[config.mk]
export PLATFORM = sky130hd
export DESIGN_NAME = pre_tx_unit
export DESIGN_NICKNAME = d
export VERILOG_FILES = /design/src/rtl/pre_tx_unit_pkg.sv /design/src/rtl/pre_tx_unit_sync_2ff.sv /design/src/rtl/pre_tx_unit.sv
export SDC_FILE = /design/constraint.sdc
export NUM_CORES = 1
export LEC_CHECK = 0
export BUFFER_PORTS_ARGS = -buffer_cell sky130_fd_sc_hd__buf_2
export CAP_MARGIN = 20
export CORE_UTILIZATION = 55
export DETAILED_ROUTE_END_ITERATION = 8
export HOLD_SLACK_MARGIN = 0.06
export PLACE_DENSITY = 0.76
export SLEW_MARGIN = 15
export SYNTH_ARGS = -nofsm -noshare
export SYNTH_HDL_FRONTEND = slang
export SYNTH_SLANG_ARGS = --single-unit
[constraint.sdc]
create_clock -name Mclk -period 3.4 [get_ports Mclk]
set_input_delay 0.34 -clock Mclk [delete_from_list [all_inputs] [get_ports Mclk]]
set_output_delay 0.34 -clock Mclk [all_outputs]
set_load 0.02 [all_outputs]
[src/rtl/pre_tx_unit_pkg.sv]
// Shared types and defaults for the TX FIFO write-request generator.
package pre_tx_unit_pkg;

    typedef enum logic [1:0] {
        IDLE  = 2'd0,
        WRITE = 2'd1,
        DONE  = 2'd2
    } tx_state_e;

    localparam int BURST_LEN_DEF = 200;
    localparam int WR_DIV_DEF    = 1;

endpackage

[src/rtl/pre_tx_unit_sync_2ff.sv]
// Generic two-flop level synchronizer; both flops clear on async reset.
module sync_2ff #(
    parameter int W = 1
) (
    input  logic         clk,
    input  logic         rst,
    input  logic [W-1:0] d,
    output logic [W-1:0] q
);

    logic [W-1:0] meta;

    always_ff @(posedge clk or posedge rst) begin
        if (rst) begin
            meta <= '0;
            q    <= '0;
        end else begin
            meta <= d;
            q    <= meta;
        end
    end

endmodule

[src/rtl/pre_tx_unit.sv]
// Paced burst of FIFO write strobes per Data_Available window; re-arms only
// after the level drops. All outputs are registered.
module pre_tx_unit
    import pre_tx_unit_pkg::*;
#(
    parameter int BURST_LEN = BURST_LEN_DEF,
    parameter int WR_DIV    = WR_DIV_DEF,
    parameter int CNT_W     = 16
) (
    input  logic             Mclk,
    input  logic             Reset,
    input  logic             Data_Available,
    output logic             fifo_wrreq,
    output logic [CNT_W-1:0] wr_count,
    output logic             busy
);

    localparam int               PACE_W      = 8;
    localparam logic [PACE_W-1:0] PACE_RELOAD = PACE_W'(WR_DIV - 1);
    localparam logic [CNT_W-1:0]  CNT_LAST    = CNT_W'(BURST_LEN);
    localparam logic [CNT_W-1:0]  CNT_PENULT  = CNT_W'(BURST_LEN - 1);
    localparam logic [CNT_W-1:0]  CNT_ONE     = CNT_W'(1);

    logic da_s;

    tx_state_e         state, state_nxt;
    logic [PACE_W-1:0] pace_cnt, pace_nxt;
    logic [CNT_W-1:0]  cnt_nxt;
    logic              wrreq_nxt;
    logic              strobe_due;
    logic              last_due;

    sync_2ff #(.W(1)) u_da_sync (
        .clk (Mclk),
        .rst (Reset),
        .d   (Data_Available),
        .q   (da_s)
    );

    assign strobe_due = (pace_cnt == '0);
    // The final strobe of a burst is allowed through even if the source drops
    // on that same edge.
    assign last_due   = strobe_due && (wr_count == CNT_PENULT);

    always_comb begin
        state_nxt = state;
        wrreq_nxt = 1'b0;
        cnt_nxt   = wr_count;
        pace_nxt  = pace_cnt;
        case (state)
            IDLE: begin
                cnt_nxt = '0;
                if (da_s) begin
                    state_nxt = WRITE;
                    wrreq_nxt = 1'b1;
                    cnt_nxt   = CNT_ONE;
                    pace_nxt  = PACE_RELOAD;
                end
            end
            WRITE: begin
                // The last strobe is on the wire this cycle; retire to DONE.
                if (wr_count == CNT_LAST) begin
                    state_nxt = DONE;
                end else if (!da_s && !last_due) begin
                    state_nxt = IDLE;
                    cnt_nxt   = '0;
                end else if (strobe_due) begin
                    wrreq_nxt = 1'b1;
                    cnt_nxt   = wr_count + CNT_ONE;
                    pace_nxt  = PACE_RELOAD;
                end else begin
                    pace_nxt  = pace_cnt - PACE_W'(1);
                end
            end
            DONE: begin
                if (!da_s) begin
                    state_nxt = IDLE;
                    cnt_nxt   = '0;
                end
            end
            default: begin
                state_nxt = IDLE;
                cnt_nxt   = '0;
            end
        endcase
    end

    always_ff @(posedge Mclk or posedge Reset) begin
        if (Reset) begin
            state      <= IDLE;
            pace_cnt   <= '0;
            fifo_wrreq <= 1'b0;
            wr_count   <= '0;
            busy       <= 1'b0;
        end else begin
            state      <= state_nxt;
            pace_cnt   <= pace_nxt;
            fifo_wrreq <= wrreq_nxt;
            wr_count   <= cnt_nxt;
            busy       <= (state_nxt == WRITE);
        end
    end

endmodule

Word level (Yosys, flattened, before mapping)
Cells that the tools add are included.
{"block": "word_totals", "reg_bits": 30, "inputBits": 3, "out_inout_bits": 18, "elab_cells": 49}
{"block": "op_classes", "n_addsub": 2, "n_eq_ne": 10, "mux": 21, "n_reduce_logical": 9}
{"op": "$mux W16", "count": 4}
{"op": "$pmux W16 S3", "count": 1}
{"op": "$eq A16 B8 Y1 const B", "count": 2}
{"op": "$mux W8", "count": 4}
{"op": "$add A16 B1 Y16 const B", "count": 1}
{"op": "$pmux W8 S2", "count": 1}
{"op": "$logic_not A8 Y1", "count": 1}
{"op": "$mux W2", "count": 4}
{"op": "$sub A8 B1 Y8 const B", "count": 1}
{"op": "$ne A2 B2 Y1 const B", "count": 3}
{"op": "$pmux W2 S3", "count": 1}
{"op": "$mux W1", "count": 5}
{"op": "$eq A2 B1 Y1 const B", "count": 2}
{"op": "$reduce_and A4 Y1", "count": 1}
{"op": "$ne A3 B3 Y1 const B", "count": 1}
{"op": "$reduce_and A3 Y1", "count": 1}
{"op": "$eq A2 B2 Y1 const B", "count": 1}
{"op": "$logic_and A1 B1 Y1", "count": 2}
{"op": "$logic_not A1 Y1", "count": 2}
{"op": "$logic_not A2 Y1", "count": 1}
{"op": "$ne A2 B1 Y1 const B", "count": 1}
{"op": "$pmux W1 S2", "count": 1}
{"op": "$reduce_bool A2 Y1", "count": 1}

Longest topological paths before layout
Gate-level depths: netlist of the first run.
{"block": "logic_depth", "word_depth": 8, "mapped_depth": 8, "mapped_depth_nobuf": 8}

Cells and area by module
From an unflattened synthesis of the first run, not the netlist that was laid out.
{"block": "hier_totals", "cells_unflattened": 183, "hier_area_um2": 1747.9}
{"mod": "pre_tx_unit", "n_inst": 1, "cells_each": 180, "area_per_inst_um2": 1694.1}
{"mod": "sync_2ff", "n_inst": 1, "cells_each": 3, "area_per_inst_um2": 53.8}

Least setup slack after synthesis of the first run
No wires, ideal clock.
{"block": "synth_path", "path_kind": "register to register", "start": "register pace_cnt[0]", "end": "register wr_count[13]", "setup_ns": 0.079, "arrival_ns": 2.112, "required_ns": 3.321, "setup_slack_ns": 1.209, "path_stages_with_launch": 8, "path_buffers": 0, "period_less_slack_ns": 2.191, "cell_sequence": "dfrtp_1 > inv_1 > ha_1 > or4b_4 > o211ai_4 > o21ai_2 > or4_1 > a21oi_1"}
{"block": "synth_between", "elab_chain_cells": 7, "word_cells_on_any_way": 9, "cone_classes": "eq/ne (1); mux (3); reduce/logical (5)"}
{"element": "start, declared", "line": "pre_tx_unit.sv:27", "text": "logic [PACE_W-1:0] pace_cnt, pace_nxt;"}
{"element": "start signal, assigned", "line": "pre_tx_unit.sv:97", "text": "pace_cnt <= pace_nxt;"}
{"element": "$logic_not A8 Y1 (*)", "line": "pre_tx_unit.sv:40", "text": "assign strobe_due = (pace_cnt == '0);"}
{"element": "$logic_and A1 B1 Y1", "line": "pre_tx_unit.sv:43", "text": "assign last_due = strobe_due && (wr_count == CNT_PENULT);"}
{"element": "$logic_not A1 Y1", "line": "pre_tx_unit.sv:64", "text": "end else if (!da_s && !last_due) begin"}
{"element": "$logic_and A1 B1 Y1", "line": "pre_tx_unit.sv:64"}
{"element": "$mux W16", "line": "pre_tx_unit.sv:64"}
{"element": "$mux W16", "line": "pre_tx_unit.sv:62", "text": "if (wr_count == CNT_LAST) begin"}
{"element": "$pmux W16 S3", "line": "pre_tx_unit.sv:50", "text": "case (state)"}
{"element": "end signal, assigned", "line": "pre_tx_unit.sv:99", "text": "wr_count <= cnt_nxt;"}
{"element": "end, declared", "line": "pre_tx_unit.sv:14", "text": "output logic [CNT_W-1:0] wr_count,"}
Mark *: on every way between the ends. The rest lies on a longest branch, timed or not. The select of a mux whose other input is x is not followed.
A chain may end at the register's enable or synchronous reset.

Worst setup path in the final report of the first run
Ends and elaborated chain as after synthesis.

==> results.json, run 1 <==
{
  "dieHeight_um": 56.51,
  "crit_slowest_cell": "or4_1",
  "ys_seq_area_share_pct": 45.94,
  "die_w_um": 56.51,
  "max_freq_mhz": 397.2,
  "cp.required_ns": 3.66,
  "start_util_pct": 58.75,
  "vias": 1410,
  "synth_seq_cells": 30,
  "area_growth_pct": 11.87,
  "ant_nets": 0,
  "grt_first_pass_wirelength_um": 5616,
  "critPathLaunchType": "flip-flop",
  "crit_chain": "inv_1 > ha_1 > or4b_4 > o211ai_4 > o21ai_2 > or4_1 > a21oi_1",
  "rsz0062_at_grt": "false",
  "drtIter0Drc": 65,
  "outcome": "complete, no violations",
  "rows": 19,
  "path_buf_inv": 1,
  "drive_above_1_share_pct": 16.42,
  "leakage_nw": 0.8900,
  "ioPinCount": 21,
  "syn_inst": 174,
  "vdd.ir_drop.worst_v": 0.0002857,
  "gr-total-overflow": 0,
  "slew_headroom_pct": 58.49,
  "clock_path_buffers": 2,
  "avgSynthCellArea_um2": 9.391,
  "utilization_pct": 65.72,
  "worstSkewPairLatency_ns": 0.33,
  "synth_area_leaders": "dfrtp_1, nor2_1, nand2_1",
  "ctsHoldBuffers": 0,
  "synth_top_area_share_pct": 45.94,
  "grt_pass1_vias": 1219,
  "path_clk_slew_ns": 0.09,
  "track_usage_pct": 23.09,
  "port_buffers": 20,
  "final_nets": 206,
  "crit_type": "reg -> reg",
  "async_flop_share_pct": 100.0,
  "gp_congestion": 0.8240,
  "gr-max-usage-layer": "met2",
  "cts_max_level": 2,
  "drv_slew": 0,
  "tightest_slew_ns": 0.6140,
  "maxCapViolCount": 0,
  "cts_tree": "built",
  "power.density_nw_per_um2": 347.6,
  "use_met1_pct": 32.93,
  "drc": 0,
  "yosys.area.top_type": "dfrtp_1",
  "grtUsageMet3_pct": 4.839,
  "gr-usage-met2_pct": 33.28,
  "synth_edf_count": 0,
  "drt_pass1_iterations": 4,
  "cp_max_fo": 15,
  "yosysMostFrequentCell": "dfrtp_1",
  "cts-resized-gates": 0,
  "place_hpwl_um": 2462,
  "endpoint_kind": "flip-flop",
  "ys_top_cells_by_count": "dfrtp_1, nor2_1, nand2_1",
  "fin_crit_ns": 2.518,
  "drt_wl_total_um": 3389,
  "grt_antenna_before_repair": 0,
  "synth.distinct_cells": 45,
  "syn_area_um2": 1634,
  "hold_slack_ns": 0.06358,
  "core_um2": 2781,
  "synthFlopType": "dfrtp_1",
  "clock_skew_ns": 0.01169,
  "path_delay_family": "simple AND/OR/NAND/NOR gates",
  "numCtsBuffers": 5,
  "period_share_pct": 74.05,
  "ys_warn_count": 0,
  "cts.sinks": 30,
  "post-cts-setup-buffers": 0,
  "dieArea_um2": 3193,
  "syn-num-nets": 180,
  "setup_viol": 0,
  "setup_tns_ns": 0,
  "avgViaCountPerCell": 6.078,
  "worstPathArrival_ns": 2.78,
  "diodes": 0,
  "avgRoutedWirePerCell_um": 14.61,
  "slowest_delay_ns": 0.55,
  "grt_start_max_net_pins": 31,
  "cts-root-buf": "clkbuf_4",
  "finalHoldViolCount": 0,
  "min_path_type": "in -> async"
}
[sequential cells by signal (all words and copies together), names as in the netlist]
| signal | count |
|---|---|
| u_da_sync.q | 1 |
| state | 2 |
| fifo_wrreq | 1 |
| u_da_sync.meta | 1 |
| pace_cnt | 8 |
| wr_count | 16 |
| busy | 1 |
[routing by layer]
| layer | up-vias | wire, µm | share of wire (%) |
|---|---|---|---|
| met5 | - | 0 | 0 |
| met4 | 0 | 29 | 0.86 |
| met3 | 4 | 171 | 5.0 |
| met2 | 43 | 1592 | 47 |
| met1 | 673 | 1596 | 47 |
| li1 | 690 | - | - |
[final cells by class]
| cell class | instances | area [µm²] |
|---|---|---|
| timing repair buffer | 20 | 100.1 |
| tap | 31 | 38.79 |
| multi-input combinational | 131 | 833.3 |
| clock inverter | 1 | 5.005 |
| sequential | 30 | 750.7 |
| inverter | 12 | 45.04 |
| clock buffer | 7 | 55.05 |
| fill | 234 | 953.4 |
[metrics by stage]
stage | setup slack [ns] | power [mW] | instances | cell area, µm²
after floorplan | 1.209 | 0.4107 | 174 | 1634
after global routing | 0.6990 | 0.6614 | 232 | 1828
after detailed placement | 0.8918 | 0.4259 | 224 | 1768
after CTS | 0.8898 | 0.6406 | 232 | 1828
after global placement | 1.014 | 0.4246 | 224 | 1768
final | 0.8824 | 0.6354 | 232 | 1828
[where the power goes]
| group | total, mW | internal [mW] | leakage, nW | switching [mW] |
|---|---|---|---|---|
| combinational | 0.0493 | 0.0158 | 0.449 | 0.0335 |
| clock | 0.216 | 0.100 | 0.0353 | 0.116 |
| sequential | 0.370 | 0.363 | 0.406 | 0.00744 |
[cell usage in the layout, fill, tap and decap left out, types with 2 or more instances in the layout]
| cell type | n |
|---|---|
| nor2b_1 | 3 |
| nand2_1 | 14 |
| nand3_1 | 8 |
| nor2_1 | 17 |
| a22o_1 | 5 |
| nand4_1 | 6 |
| or4_1 | 2 |
| and2_1 | 3 |
| mux2i_1 | 2 |
| o2bb2ai_1 | 2 |
| o31ai_1 | 3 |
| o22a_1 | 3 |
| a21oi_1 | 8 |
| or3_1 | 3 |
| dfrtp_1 | 30 |
| ha_1 | 3 |
| xor2_1 | 6 |
| nor4_1 | 2 |
| inv_1 | 11 |
| nor3_1 | 7 |
| o21ai_0 | 9 |
| clkbuf_4 | 5 |
| a21o_1 | 3 |
| buf_2 | 20 |
[cell families after synthesis]
family                     count (synthesis)  share of synthesized area (%)
xor gates and xnor gates                   6                          3.216
muxes                                      2                          1.225
adders and majority gates                  3                          2.297
AOI/OAI and AO/OA                         44                          19.30
DFF                                       30                          45.94
buffers and inverters                     13                          3.062
and+or+nand+nor                           76                          24.96
[final timing paths]
kind | startpoint | to | slack, ns | cells past startpoint
hold reg to reg | u_da_sync.meta | u_da_sync.q | 0.35 | 0
hold / removal | Reset | wr_count[13] | 0.06 | 2
setup / recovery | pace_cnt[0] | wr_count[13] | 0.88 | 7
min in group Mclk | Data_Available | u_da_sync.meta | 0.12 | 1
setup reg to reg | pace_cnt[0] | wr_count[13] | 0.88 | 7
max in group asynchronous | Reset | pace_cnt[5] | 2.94 | 2
(Power assumes the default switching activity.)
==> inputs of run 2 (changes only) <==
--- a/config.mk
+++ b/config.mk
@@ -7,10 +7,10 @@
 export LEC_CHECK = 0
 export BUFFER_PORTS_ARGS = -buffer_cell sky130_fd_sc_hd__buf_2
 export CAP_MARGIN = 20
-export CORE_UTILIZATION = 55
+export CORE_UTILIZATION = 51
 export DETAILED_ROUTE_END_ITERATION = 8
 export HOLD_SLACK_MARGIN = 0.06
-export PLACE_DENSITY = 0.76
+export PLACE_DENSITY = 0.74
 export SLEW_MARGIN = 15
 export SYNTH_ARGS = -nofsm -noshare
 export SYNTH_HDL_FRONTEND = slang
==> constraint.sdc (replaced) <==
create_clock -name Mclk -period 2.15 [get_ports Mclk]
set_input_delay 0.215 -clock Mclk [delete_from_list [all_inputs] [get_ports Mclk]]
set_output_delay 0.215 -clock Mclk [all_outputs]
set_load 0.02 [all_outputs]
==> results.json, run 2 (same netlist as run 1, synthesis figures left out) <==
{
  "area_growth_pct": 28.41,
  "vias": 1532,
  "tightest_slew_ns": 0.5930,
  "slowest_delay_ns": 0.53,
  "rsz0062_at_grt": "true",
  "gp_congestion": 0.8116,
  "ioPinCount": 21,
  "drive_above_1_share_pct": 28.32,
  "critPathLaunchType": "flip-flop",
  "p_total_mw": 1.033,
  "drc": 0,
  "endpoint_kind": "flip-flop",
  "crit_chain": "inv_2 > ha_4 > or4b_4 > o211ai_4 > o21ai_4 > or4_1 > a21oi_1",
  "reg.largest.list": "wr_count: 16 flops, pace_cnt: 8 flops, state: 2 flops",
  "cts-root-buf": "clkbuf_4",
  "drtIter0Drc": 84,
  "numCtsBuffers": 5,
  "worst_slack_ns": -0.01995,
  "drv_slew": 0,
  "grt_pass1_vias": 1531,
  "setup_tns_ns": -0.01995,
  "start_util_pct": 53.52,
  "crit_slowest_cell": "or4_1",
  "core_um2": 3053,
  "worstSkewPairLatency_ns": 0.34,
  "setup_viol": 1,
  "cts.sinks": 30,
  "slew_headroom_pct": 60.47,
  "clock_skew_ns": 0.01224,
  "maxCapViolCount": 0,
  "diodes": 0,
  "grt_antenna_before_repair": 0,
  "cts_max_level": 2,
  "place_hpwl_um": 2997,
  "crit_type": "reg -> reg",
  "final_common_cell": "dfrtp_1",
  "power.density_nw_per_um2": 492.4,
  "failed_checks": "setup timing",
  "avgRoutedWirePerCell_um": 14.91,
  "fin_crit_ns": 2.170,
  "largest_register_ffs": 16,
  "final_nets": 231,
  "dieHeight_um": 58.61,
  "drt_pass1_iterations": 5,
  "final_cell_mix": "dfrtp_1, buf_4, buf_2",
  "period_share_pct": 100.9,
  "finalHoldViolCount": 0,
  "die_w_um": 58.61,
  "multiInputGateArea_um2": 882.1,
  "worstPathArrival_ns": 2.44,
  "avgViaCountPerCell": 5.674,
  "hold_slack_ns": 0.3803,
  "rows": 20,
  "max_flop_register": "wr_count",
  "track_usage_pct": 27.00,
  "min_path_type": "reg -> reg",
  "path_clk_slew_ns": 0.10,
  "cts_tree": "built",
  "outcome": "finished, violations left",
  "gr-total-overflow": 0,
  "cp_max_fo": 5,
  "clock_path_buffers": 2,
  "dieArea_um2": 3435,
  "ant_nets": 0,
  "grt_first_pass_wirelength_um": 6789,
  "n_fill_cell": 259,
  "max_freq_mhz": 460.8,
  "drt_wl_total_um": 4025,
  "regArea_um2": 750.7,
  "grt_start_max_net_pins": 17,
  "leakage_nw": 1.024,
  "port_buffers": 20,
  "cp.required_ns": 2.42,
  "vdd.ir_drop.worst_v": 0.0003859
}
## run 2: cell types whose count changed in the layout (fill, tap and decap cells not counted), moves of 2 or more
cell	previous run	this run
nor4_2	0	2
dlygate4sd3_1	0	2
nor4_1	2	0
buf_4	0	22
## run 2: critical path, delay by kind of cell (launching register included)
| family | cells | cell delay [ns] |
|---|---|---|
| buffers and inverters | 1 | 0.08 |
| DFF | 1 | 0.39 |
| adders and majority gates | 1 | 0.13 |
| and+or+nand+nor | 2 | 1.01 |
| AOI/OAI and AO/OA | 3 | 0.49 |
## run 2: area by class of cell
type | instances | share of cell area [%]
tap | 44 | 2.624
clock buffer | 7 | 2.624
sequential | 30 | 35.78
inverter | 12 | 2.147
clock inverter | 1 | 0.2385
timing repair buffer | 45 | 14.55
multi-input combinational | 131 | 42.04
## run 2: path summary, 6_finish.rpt
kind,from,end,slack (ns),depth (start not counted)
worst max-delay path,pace_cnt[0],wr_count[11],-0.02,7
worst min register to register,u_da_sync.meta,u_da_sync.q,0.38,0
min in group asynchronous,Reset,pace_cnt[4],0.48,3
worst min-delay path,u_da_sync.meta,u_da_sync.q,0.38,0
worst max register to register,pace_cnt[0],wr_count[11],-0.02,7
max in group asynchronous,Reset,wr_count[5],1.05,4
## run 2: layer usage
| metal | wire length (µm) | vias to the layer above | GRT usage, % |
|---|---|---|---|
| met5 | 0 | - | 0 |
| li1 | - | 740 | - |
| met1 | 1694 | 742 | 31.63 |
| met4 | 85 | 0 | 13.27 |
| met2 | 2072 | 42 | 45.48 |
| met3 | 173 | 8 | 7.692 |
## run 2: through the flow
stage | worst slack (ns) | util (%) | cells | instance area (µm²)
final | -0.01995 | 68.73 | 270 | 2098
after global routing | -0.07534 | 68.73 | 270 | 2098
after detailed placement | -0.03562 | 63.85 | 257 | 1949
after floorplan | 0.01433 | - | 174 | 1637
after global placement | 0.04899 | 63.85 | 257 | 1949
after CTS | -0.02117 | 66.76 | 267 | 2038
## run 2: where the power goes
| group | switching [mW] | internal (mW) | total (mW) |
|---|---|---|---|
| Sequential | 0.0101 | 0.573 | 0.583 |
| Combinational | 0.0590 | 0.0376 | 0.0966 |
| Clock | 0.195 | 0.158 | 0.353 |
| Total | 0.264 | 0.769 | 1.03 |
## run 2: timing repair
action / in CTS / in global routing
setup endpoints to repair: 9 / 16
gates resized for setup: 2 / 7
pin swaps: 0 / 7
hold buffers: 2 / 0
hold endpoints to repair: 15 / 0
buffers inserted: 0 / 3
